**config.mk**
```make
export PLATFORM = sky130hd
export DESIGN_NAME = mult_rr_seq_ctrl
export DESIGN_NICKNAME = d
export VERILOG_FILES = /design/src/rtl/mult_rr_seq_ctrl.sv
export SDC_FILE = /design/constraint.sdc
export NUM_CORES = 1
export LEC_CHECK = 0
export CORE_MARGIN = 1.5
export CORE_UTILIZATION = 50
export DETAILED_ROUTE_END_ITERATION = 16
export GPL_TIMING_DRIVEN = 1
export PLACE_DENSITY = 0.76
export RECOVER_POWER = 50
export SLEW_MARGIN = 15
export SYNTH_ARGS = -nofsm -noshare
export SYNTH_HDL_FRONTEND = slang
export SYNTH_SLANG_ARGS = --single-unit
export TNS_END_PERCENT = 100
```
**constraint.sdc**
```tcl
create_clock -name clk -period 4.1 [get_ports clk]
set_input_delay 0.82 -clock clk [delete_from_list [all_inputs] [get_ports clk]]
set_output_delay 0.82 -clock clk [all_outputs]
set_load 0.05 [all_outputs]
```
**src/rtl/mult_rr_seq_ctrl.sv**
```systemverilog
// Round-robin arbitrated, folded shift-add multiplier: one step datapath shared by NREQ requesters.
// Optional MULT_EARLY_TERM_EN: finish as soon as the remaining multiplier bits are all zero.
module mult_rr_seq_ctrl #(
  parameter int unsigned N    = 4,
  parameter int unsigned M    = 4,
  parameter int unsigned NREQ = 2,
  parameter int unsigned IDW  = 1
) (
  input  logic                 clk,
  input  logic                 rst_n,
  input  logic [NREQ-1:0]      req_valid,
  output logic [NREQ-1:0]      req_ready,
  input  logic [NREQ*N-1:0]    req_a,
  input  logic [NREQ*M-1:0]    req_b,
  output logic                 res_valid,
  input  logic                 res_ready,
  output logic [IDW-1:0]       res_id,
  output logic [M+N-1:0]       res_p,
  output logic                 busy
);

  localparam int unsigned PW = M + N;
  localparam int unsigned CW = (M > 1) ? $clog2(M) : 1;

  typedef enum logic [1:0] {IDLE, RUN, DONE} state_t;

  state_t          state_q, state_d;
  logic [PW-1:0]   acc_q, acc_d;
  logic [PW-1:0]   mcand_q, mcand_d;
  logic [M-1:0]    mplr_q, mplr_d;
  logic [CW-1:0]   cnt_q, cnt_d;
  logic [IDW-1:0]  ptr_q, ptr_d;
  logic [IDW-1:0]  id_q, id_d;
  logic            res_valid_d;
  logic [PW-1:0]   res_p_d;
  logic [IDW-1:0]  res_id_d;
  logic            busy_d;

  logic [N-1:0]    a_arr [NREQ];
  logic [M-1:0]    b_arr [NREQ];
  logic            gnt_found;
  logic [IDW-1:0]  gnt_idx;
  logic [IDW-1:0]  arb_idx;
  logic [PW-1:0]   step_acc;
  logic            last_step;

  for (genvar i = 0; i < NREQ; i++) begin : g_unpack
    assign a_arr[i] = req_a[i*N +: N];
    assign b_arr[i] = req_b[i*M +: M];
  end

  // Round-robin scan starting just after the last granted requester
  always_comb begin
    gnt_found = 1'b0;
    gnt_idx   = '0;
    arb_idx   = '0;
    for (int unsigned k = 1; k <= NREQ; k++) begin
      arb_idx = IDW'((32'(ptr_q) + k) % NREQ);
      if (!gnt_found && req_valid[arb_idx]) begin
        gnt_found = 1'b1;
        gnt_idx   = arb_idx;
      end
    end
  end

  // Accept is offered only while idle and out of reset
  always_comb begin
    req_ready = '0;
    if (rst_n && state_q == IDLE && gnt_found)
      req_ready = NREQ'(1) << gnt_idx;
  end

  assign step_acc = mplr_q[0] ? (acc_q + mcand_q) : acc_q;

`ifdef MULT_EARLY_TERM_EN
  assign last_step = (cnt_q == CW'(M - 1)) || ((mplr_q >> 1) == '0);
`else
  assign last_step = (cnt_q == CW'(M - 1));
`endif

  // Next-state and datapath update
  always_comb begin
    state_d     = state_q;
    acc_d       = acc_q;
    mcand_d     = mcand_q;
    mplr_d      = mplr_q;
    cnt_d       = cnt_q;
    ptr_d       = ptr_q;
    id_d        = id_q;
    res_valid_d = res_valid;
    res_p_d     = res_p;
    res_id_d    = res_id;
    case (state_q)
      IDLE: begin
        if (gnt_found) begin
          mcand_d = PW'(a_arr[gnt_idx]);
          mplr_d  = b_arr[gnt_idx];
          acc_d   = '0;
          cnt_d   = '0;
          id_d    = gnt_idx;
          ptr_d   = gnt_idx;
          state_d = RUN;
        end
      end
      RUN: begin
        acc_d   = step_acc;
        mcand_d = mcand_q << 1;
        mplr_d  = mplr_q >> 1;
        cnt_d   = cnt_q + CW'(1);
        if (last_step) begin
          state_d     = DONE;
          res_valid_d = 1'b1;
          res_p_d     = step_acc;
          res_id_d    = id_q;
        end
      end
      DONE: begin
        if (res_ready) begin
          res_valid_d = 1'b0;
          state_d     = IDLE;
        end
      end
      default: state_d = IDLE;
    endcase
    busy_d = (state_d != IDLE);
  end

  always_ff @(posedge clk or negedge rst_n) begin
    if (!rst_n) begin
      state_q   <= IDLE;
      acc_q     <= '0;
      mcand_q   <= '0;
      mplr_q    <= '0;
      cnt_q     <= '0;
      ptr_q     <= IDW'(NREQ - 1);
      id_q      <= '0;
      res_valid <= 1'b0;
      res_p     <= '0;
      res_id    <= '0;
      busy      <= 1'b0;
    end else begin
      state_q   <= state_d;
      acc_q     <= acc_d;
      mcand_q   <= mcand_d;
      mplr_q    <= mplr_d;
      cnt_q     <= cnt_d;
      ptr_q     <= ptr_d;
      id_q      <= id_d;
      res_valid <= res_valid_d;
      res_p     <= res_p_d;
      res_id    <= res_id_d;
      busy      <= busy_d;
    end
  end

endmodule

```
==> results.md, run 1 <==
- Diodes inserted: 0
- Area of the die: around 4200 um^2
- Total Routing Usage GR: between 20% and 30%
- First-pass GRT wire length: roughly 7.4 mm
- Startpoint of the worst hold path: res_p[2]
- CP Class: in -> out
- Syn Area/Cell: 10.0 um^2
- CTS Hold Bufs: 0
- I/O pins: 34
- Compound-Gate Fraction of Synth Area: 19.1%
- Core Rows: 22
- Mux contribution to synthesized area: 6.88%
- Synthesis-stage register bit count: 37
- H-tree depth: 2
- DRT Pass-1 Iters: 4
- Clk buf depth: 2
- Clk pin slew, worst setup/hold paths: 0.07 ns
- Crit path time final: ~3.4 ns
- GR Util met1: between 20% and 30%
- Least-Margin Pin Slew: 1.04 ns
- Pwr Total: just over 0.002 W
- Final slew viol count: 0
- Mapped Nets: 221
- Post CTS Setup Buffer Count: 0
- WL per Instance: between 15 and 20 um
- Dominant synthesized flop cell: dfrtp_1
- Share of the synthesized area in the top cell type: around 47%
- Place WS: ~1.0 ns
- Share of layout cells above drive strength 1: under 10%
- GR Overflow Total: 0
- Grt peak-use layer: met2
- Initial Util: 52.2%
- Leak pwr: about 1.1 nW
- Clk sinks: 37
- CTS Buf Count: 5
- XOR/XNOR share of the synthesized area: 2.29%
- Library cells used by synthesis: between 40 and 50
- Routed WL: roughly 4.2 mm
- Nets: 256
- WP data required: 3.28 ns
- Slew headroom: approximately 31%
- Arrival time worst endpoint: ~2.6 ns
- Setup WS post-layout: roughly 0.7 ns
- Die H: 64.8 um
- Via density: roughly 5.7
- Fin. Hold Viols: 0
- Synth Area in Simple Gates: between 10% and 20%
- IO buf count: 33
- Worst vdd rail ir drop: approximately 360 uV
- HP Class: reg -> reg
- Fin Clk Skew: roughly 0.0029 ns
- Placed Area: 2310 um^2
- P&R area growth vs syn: 26.7%
- Chip width: 64.8 um
- Met2 Usage GRT: between 30% and 40%
- Pwr/cell area: ~840 nW/um^2
- Core box area: 3660 um^2
- Area contributors post-synth: dfrtp_1, mux2i_1, nand2_1
- Antenna violations before repair: 0
- ANT nets after route: 0
- Outcome: finished clean
- RSZ-0062 raised after global routing: no
- F_max: 293 MHz
- DP HPWL: about 3.1 mm
- Routability cong.: ~0.86
- Post-synth top area cell: dfrtp_1
- Worst reg2reg startpoint: mcand_q[0]
- Vias: 1569
- Synth Area in Adders: between 6 and 7%
- Crit. End Element: primary output
- Post-synth ARST share: 100%
- Crit start category: input port
- Largest net degree at the start of global routing: 21
- Clk root buf: clkbuf_8
- Vias in the first global route: between 1500 and 2000
- Critical Path Source: rst_n
- EDFF count, synth: 0
- Design Area, Final: around 2400 um^2
- Main combinational cell family by area after synthesis: compound AO/OA/AOI/OAI gates
- Worst-Skew Late Latency: just under 0.3 ns
- Max_cap viols: 0
- Post-layout util: between 60% and 70%
- Setup violators final: 0
- Cell Area, Synth: between 1500 and 2000 um^2
- Yosys warnings: 0
- DRC viols: 0
- Met3 Track Usage GR: approximately 3.6%
- Crit Path Max Fanout: 19
- PostCTS Resize Cnt: 0
- Instance count of the mapped netlist: 191
- CTS tree: yes
- Setup tns final: 0 ns
- Initial DRC count: roughly 110
- Final Cycle Share: slightly above 80%
- Sequential area share after synthesis: 48.5%
[critical path, stage by stage]
cell and delay (ns):
clkdlybuf4s50_1 0.47, clkbuf_1 0.75, and4_1 0.39, buf_12 0.15
[cell usage after synthesis, drive strengths merged (5+ instances only)]
cell     n
mux2i   12
a21oi   13
a22oi    6
clkbuf   6
dfrtp   36
ha       8
nand2   29
a22o     5
nor2     7
nand3   10
o21ai   18
[worst paths after layout]
kind                       slack [ns]           end  cells after the start
max                              0.69  req_ready[1]                      4
min                              0.48      res_p[2]                      2
max reg2reg                      1.85      acc_q[6]                      7
min reg2reg                      0.48      res_p[2]                      2
max in group asynchronous        2.28      res_p[0]                      2
min in group asynchronous        1.17    state_q[0]                      2
[stage by stage]
stage / hold WS, ns / cells
3_5_place_dp: 0.469 / 267
5_1_grt: 0.514 / 275
4_1_cts: 0.487 / 275
3_3_place_gp: 0.462 / 267
6_report: 0.485 / 275
2_1_floorplan: 0.462 / 191
[layout make-up]
cell class	instances	area [um^2]
fill	315	1240
multi-input combinational	142	936
sequential	37	927
timing repair buffer	37	369
clock buffer	7	86.3
tap	48	60.1
clock inverter	1	30.0
inverter	3	11.3
[power by group]
part | switching, W | internal [W] | total [W] | leakage [nW]
clock network | 0.000124 | 0.000198 | 0.000322 | 0.0585
registers | 0.000133 | 0.000530 | 0.000664 | 0.470
logic | 0.000645 | 0.000391 | 0.00104 | 0.597
total | 0.000903 | 0.00112 | 0.00202 | 1.13
[flip-flops by register name, indices dropped and copies added (netlist names)]
name       flops
res_p          8
res_id         1
state_q        2
mcand_q        8
id_q           1
acc_q          8
res_valid      1
cnt_q          2
ptr_q          1
mplr_q         4
busy           1
[layer usage]
| metal | share of wire (%) | wire length (um) |
|---|---|---|
| met2 | 50 | 2100 |
| met5 | 0 | 0 |
| met4 | 0.90 | 38 |
| met3 | 4.0 | 169 |
| met1 | 45 | 1930 |
[cells in the final DEF, fill, tap and decap left out, types with 3 or more instances in the layout]
| master | n |
|---|---|
| xnor2_1 | 3 |
| nand2_1 | 29 |
| and3_1 | 3 |
| a31oi_1 | 3 |
| inv_1 | 3 |
| a22oi_1 | 6 |
| clkbuf_8 | 6 |
| nand3_1 | 9 |
| a21oi_1 | 11 |
| a22o_1 | 5 |
| nor2_1 | 7 |
| o21ai_0 | 15 |
| clkbuf_1 | 4 |
| mux2i_1 | 12 |
| ha_1 | 8 |
| dfrtp_1 | 36 |
| clkdlybuf4s50_1 | 29 |
[logic make-up (layout without fill, tap and decap cells)]
kind of cell             after synthesis  after routing
multiplexers                          13             13
XOR/XNOR                               5              5
AND/OR/NAND/NOR                       59             59
AO/OA/AOI/OAI                         56             56
adder cells (fa/ha/maj)                9              9
flip-flops                            37             37
buffers and inverters                 12             48
(Power assumes the default switching activity.)
==> inputs of run 2 (changes only) <==
Settings changed: CORE_UTILIZATION 50 to 47, PLACE_DENSITY 0.76 to 0.75.
Clock period 4.1 ns to 3 ns, I/O delays scaled along.
==> results.md, run 2 (same netlist as run 1, synthesis figures left out) <==
- Die H: 66.8 um (+3.0%)
- Critical Path Source: req_valid[1]
- Fin. Hold Viols: 0 (unchanged)
- Clk root buf: clkbuf_8
- Chip width: 66.8 um (+3.0%)
- Most frequent cells in the layout: dfrtp_1, nand2_1, clkdlybuf4s50_1
- Routed WL: 4.34 mm (+2.4%)
- Worst hold path depth: 2 (unchanged)
- Core box area: 3770 um^2 (+3.0%)
- Nets: 258 (+0.78%)
- I/O pins: 34 (unchanged)
- Clk pin slew, worst setup/hold paths: 0.06 ns (about the same)
- Filler Cell Count: 293 (-7.0%)
- FF-to-FF path depth: 7 (unchanged)
- P&R area growth vs syn: 25.9%
- First-pass GRT wire length: 7.16 mm (-3.3%)
- DP HPWL: 3.23 mm (+3.1%)
- Crit path to: req_ready[0]
- Diodes inserted: 0 (unchanged)
- Crit path time final: 2.60 ns
- Worst reg2reg startpoint: mcand_q[0]
- Pwr Total: 0.00269 W (+33%)
- Crit start category: input port
- Clk buf depth: 2 (unchanged)
- RSZ-0062 raised after global routing: no
- Via density: 5.80 (+1.6%)
- Pwr/cell area: 1120 nW/um^2 (+34%)
- Worst-Skew Late Latency: 0.29 ns (about the same)
- F_max: 384 MHz
- WP data required: 2.40 ns (-0.88 ns)
- Outcome: complete, but fails checks
- RR Endpoint: acc_q[6]
- Crit. End Element: primary output
- Share of layout cells above drive strength 1: 7.42% (-0.065 points)
- Vias: 1606 (+2.4%)
- ANT nets after route: 0 (unchanged)
- GR Overflow Total: 0 (unchanged)
- Arrival time worst endpoint: 2.00 ns (-0.59 ns)
- Startpoint of the worst hold path: res_p[1]
- HP Class: reg -> reg
- DRC viols: 0 (unchanged)
- Final slew viol count: 30 (+30)
- Initial DRC count: 97 (-14%)
- Post CTS Setup Buffer Count: 0 (unchanged)
- Fin Clk Skew: 0.00883 ns (+0.00588 ns)
- Setup violators final: 0 (unchanged)
- Top Registers: acc_q (8), mcand_q (8), res_p (8)
- Leak pwr: 1.12 nW (-0.61%)
- Area of the die: 4460 um^2 (+6.1%)
- Final Cycle Share: between 80 and 90%
- CP Class: in -> out
- Crit Path Max Fanout: 10 (-9)
- CTS tree: yes
- Clk sinks: 37 (unchanged)
- CTS Buf Count: 5 (unchanged)
- Core Rows: 22 (unchanged)
- Most common cell after layout, fill and taps aside: dfrtp_1
- Worst vdd rail ir drop: 574 uV (+58%)
- DRT Pass-1 Iters: 4 (unchanged)
- Initial Util: 50.7% (-1.5 points)
- H-tree depth: 2 (unchanged)
- Antenna violations before repair: 0 (unchanged)
- FF-to-FF setup slack: 0.80 ns (-1.05 ns)
- Vias in the first global route: 1543 (-6.3%)
- Routability cong.: 0.831 (-3.6%)
- CTS Hold Bufs: 0 (unchanged)
- Largest net degree at the start of global routing: 30 (+43%)
- Setup tns final: 0 ns (unchanged)
- Failing checks: capacitance limit, slew limit
- Least-Margin Pin Slew: 1.51 ns (+0.466 ns)
- Total Routing Usage GR: 22.1% (-0.83 points)
- Slew headroom: -0.538% (-31 points)
- IO buf count: 33 (unchanged)
- WL per Instance: 15.7 um (+1.7%)
- Max_cap viols: 1 (+1)
- PostCTS Resize Cnt: 0 (unchanged)
## run 2: worst min path at each step
stage / slack (ns) / endpoint
5_1_grt: 0.53 / res_p[0]
6_report: 0.49 / res_p[1]
2_1_floorplan: 0.30 / acc_q[0]
3_5_place_dp: 0.48 / res_p[6]
4_1_cts: 0.49 / res_p[6]
3_3_place_gp: 0.46 / res_p[1]
## run 2: area by class of cell
cell class              instances  area, um^2  area share (%)
inverters                       3        11.3           0.468
clock buffers                   8        90.1            3.75
flip-flops and latches         37         927            38.6
repair buffers                 39         380            15.8
well taps                      48        60.1            2.50
multi-input cells             142         936            38.9
## run 2: where the power goes
| group | internal [W] | total (W) | leakage, nW | switching (W) |
|---|---|---|---|---|
| clock network | 0.000187 | 0.000354 | 0.0455 | 0.000167 |
| logic | 0.000537 | 0.00142 | 0.604 | 0.000886 |
| registers | 0.000725 | 0.000911 | 0.470 | 0.000186 |
| total | 0.00145 | 0.00269 | 1.12 | 0.00124 |
## run 2: metrics by stage
step	setup slack, ns	cell area, um^2	instances	hold slack [ns]	utilization (%)
after floorplan	0.651	1910	191	0.304	-
after global placement	0.578	2330	269	0.461	61.8
after detailed placement	0.551	2330	269	0.478	61.8
after CTS	0.535	2420	277	0.492	64.2
after global routing	0.303	2400	277	0.526	63.8
final	0.399	2400	277	0.486	63.8
## run 2: worst max-delay path: stages
cell and delay, ns:
dlygate4sd3_1 0.60, o21ai_0 0.16, buf_4 0.21, nor2_1 0.24
buf_12 0.18
## run 2: routing by layer
metal  vias to the layer above  routed length [um]  global-route usage [%]
li1                        766                   -                       -
met1                       780                1930                    27.5
met2                        49                2130                    35.6
met3                        11                 184                    5.07
met4                         0                 108                    11.5
met5                         -                   0                       0
==> inputs of run 3 (changes only) <==
--- a/config.mk
+++ b/config.mk
@@ -13,2 +13,3 @@
 export RECOVER_POWER = 50
+export REMOVE_ABC_BUFFERS = 1
 export SLEW_MARGIN = 15
--- a/constraint.sdc
+++ b/constraint.sdc
@@ -3,2 +3,2 @@
 set_output_delay 0.6 -clock clk [all_outputs]
-set_load 0.05 [all_outputs]
+set_load 0.02 [all_outputs]
==> results.md, run 3 (same netlist as run 1, synthesis figures left out) <==
- CTS Buf Count: 5 (unchanged)
- Pwr Total: 0.00245 W (-9.0%)
- Final slew viol count: 38 (+27%)
- Die H: 66.8 um (unchanged)
- Clk buf depth: 2 (unchanged)
- IO buf count: 33 (unchanged)
- Antenna violations before repair: 0 (unchanged)
- GR Overflow Total: 0 (unchanged)
- Crit Path Max Fanout: 5 (-5)
- Vias: 1563 (-2.7%)
- WL per Instance: 14.5 um (-7.7%)
- RSZ-0062 raised after global routing: no
- Sequential power share: 36.6% (+2.7 points)
- Share of layout cells above drive strength 1: 7.05% (-0.38 points)
- Crit start category: input port
- Pwr/cell area: 1030 nW/um^2 (-7.4%)
- Worst hold path depth: 2 (unchanged)
- Arrival time worst endpoint: 2.06 ns (+0.06 ns)
- Least-Margin Pin Slew: 1.93 ns (+0.419 ns)
- Post CTS Setup Buffer Count: 0 (unchanged)
- Total Routing Usage GR: 21.3% (-0.75 points)
- Multi-input logic area: 936 um^2 (unchanged)
- Comb pwr share: 49.7% (-3.2 points)
- Core Rows: 22 (unchanged)
- Diodes inserted: 0 (unchanged)
- Top Registers: acc_q (8), mcand_q (8), res_p (8)
- First-pass GRT wire length: 7.09 mm (-0.96%)
- DRC viols: 0 (unchanged)
- Worst vdd rail ir drop: 604 uV (+5.2%)
- Failing checks: capacitance limit, slew limit
- Clk sinks: 37 (unchanged)
- CP Class: in -> out
- Routability cong.: 0.842 (+1.3%)
- Final Cycle Share: 88.6% (+1.9 points)
- Worst-Skew Late Latency: 0.29 ns (about the same)
- DRT Pass-1 Iters: 4 (unchanged)
- WP data required: 2.40 ns (about the same)
- Worst reg2reg startpoint: state_q[0]
- Leak pwr: 1.10 nW (-1.8%)
- Via density: 5.68 (-2.0%)
- Clk pin slew, worst setup/hold paths: 0.07 ns (about the same)
- F_max: 376 MHz (-2.1%)
- Register Area: 927 um^2 (unchanged)
- Crit. End Element: primary output
- Most common cell after layout, fill and taps aside: dfrtp_1
- Vias in the first global route: 1569 (+1.7%)
- ANT nets after route: 0 (unchanged)
- Max_cap viols: 1 (unchanged)
- HP Class: reg -> reg
- CTS tree: yes
- Most frequent cells in the layout: dfrtp_1, clkdlybuf4s50_1, nand2_1
- I/O pins: 34 (unchanged)
- NetSw: 0.00104 W (-16%)
- Setup tns final: 0 ns (unchanged)
- DP HPWL: 2.99 mm (-7.6%)
- FF-to-FF path depth: 6 (-1)
- PostCTS Resize Cnt: 0 (unchanged)
- Clk pwr share: 13.6% (+0.4 points)
- Filler Cell Count: 293 (unchanged)
- Startpoint of the worst hold path: res_p[1]
- CTS Hold Bufs: 0 (unchanged)
- Core box area: 3770 um^2 (unchanged)
- Fin Clk Skew: 0.00621 ns (-0.00262 ns)
- Clk root buf: clkbuf_8
- Fin. Hold Viols: 0 (unchanged)
- FF-to-FF setup slack: 0.79 ns (about the same)
- Crit path time final: 2.66 ns (+0.0571 ns)
- DP Cell Count: 267 (-0.74%)
- Final std cells w/o fill: 275 (-0.72%)
- Chip width: 66.8 um (unchanged)
- Initial DRC count: 97 (unchanged)
- Critical Path Source: req_valid[1]
- Routed WL: 3.98 mm (-8.3%)
- Setup violators final: 0 (unchanged)
- Area of the die: 4460 um^2 (unchanged)
- Largest net degree at the start of global routing: 38 (+27%)
- Initial Util: 50.7% (unchanged)
- H-tree depth: 2 (unchanged)
- Slew headroom: -28.5% (-28 points)
- P&R area growth vs syn: 23.7%
- Cell internal pwr: 0.00140 W (-3.1%)
- Sw Ratio: 42.6% (-3.5 points)
- Outcome: complete, but fails checks
- Nets: 256 (-0.78%)
-- run 3: cell types whose count changed in the layout (fill, tap and decap cells not counted), sizes merged --
cell           before  now
clkinvlp            0    1
clkbuf             12    9
clkdlybuf4s50      28   30
buf                 4    1
dlygate4sd3         3    2
clkinv              0    2
-- run 3: layer usage --
layer	track usage (%)	vias to the layer above	part of all wire (%)	wire, um
li1	-	763	-	-
met1	26.6	761	46	1820
met2	35.9	35	50	1980
met3	6.25	4	3.9	156
met4	5.87	0	0.63	25
met5	0	-	0	0
-- run 3: critical path, stage by stage --
cell,delay (ns)
dlygate4sd3_1,0.61
o21ai_1,0.11
nor2_1,0.12
clkdlybuf4s50_1,0.61
-- run 3: power by group through the flow --
stage / Sequential (W) / Combinational (W) / Clock, W
after floorplan: 0.000941 / 0.000774 / 0
after global placement: 0.000893 / 0.00120 / 0
after detailed placement: 0.000905 / 0.00123 / 0
after CTS: 0.000897 / 0.00124 / 0.000343
after global routing: 0.000924 / 0.00137 / 0.000377
final: 0.000896 / 0.00122 / 0.000333
-- run 3: worst paths after layout --
check | end
max in group asynchronous | res_p[6]
worst max-delay path | req_ready[0]
worst min register to register | res_p[1]
worst min-delay path | res_p[1]
worst max register to register | acc_q[1]
min in group asynchronous | acc_q[4]
-- run 3: stage by stage --
step	cell area [um^2]	worst slack, ns	hold WS [ns]	util (%)
final	2360	0.342	0.481	62.7
after detailed placement	2290	0.357	0.473	60.7
after global placement	2290	0.397	0.463	60.7
after floorplan	1870	0.913	0.304	-
after global routing	2360	0.204	0.525	62.7
after CTS	2380	0.352	0.435	63.0
-- run 3: area by class of cell --
| cell class | instances | area share (%) |
|---|---|---|
| multi-input cells | 142 | 39.6 |
| clock inverters | 3 | 0.741 |
| inverters | 3 | 0.476 |
| well taps | 48 | 2.54 |
| clock buffers | 5 | 2.91 |
| flip-flops and latches | 37 | 39.2 |
| repair buffers | 37 | 14.5 |
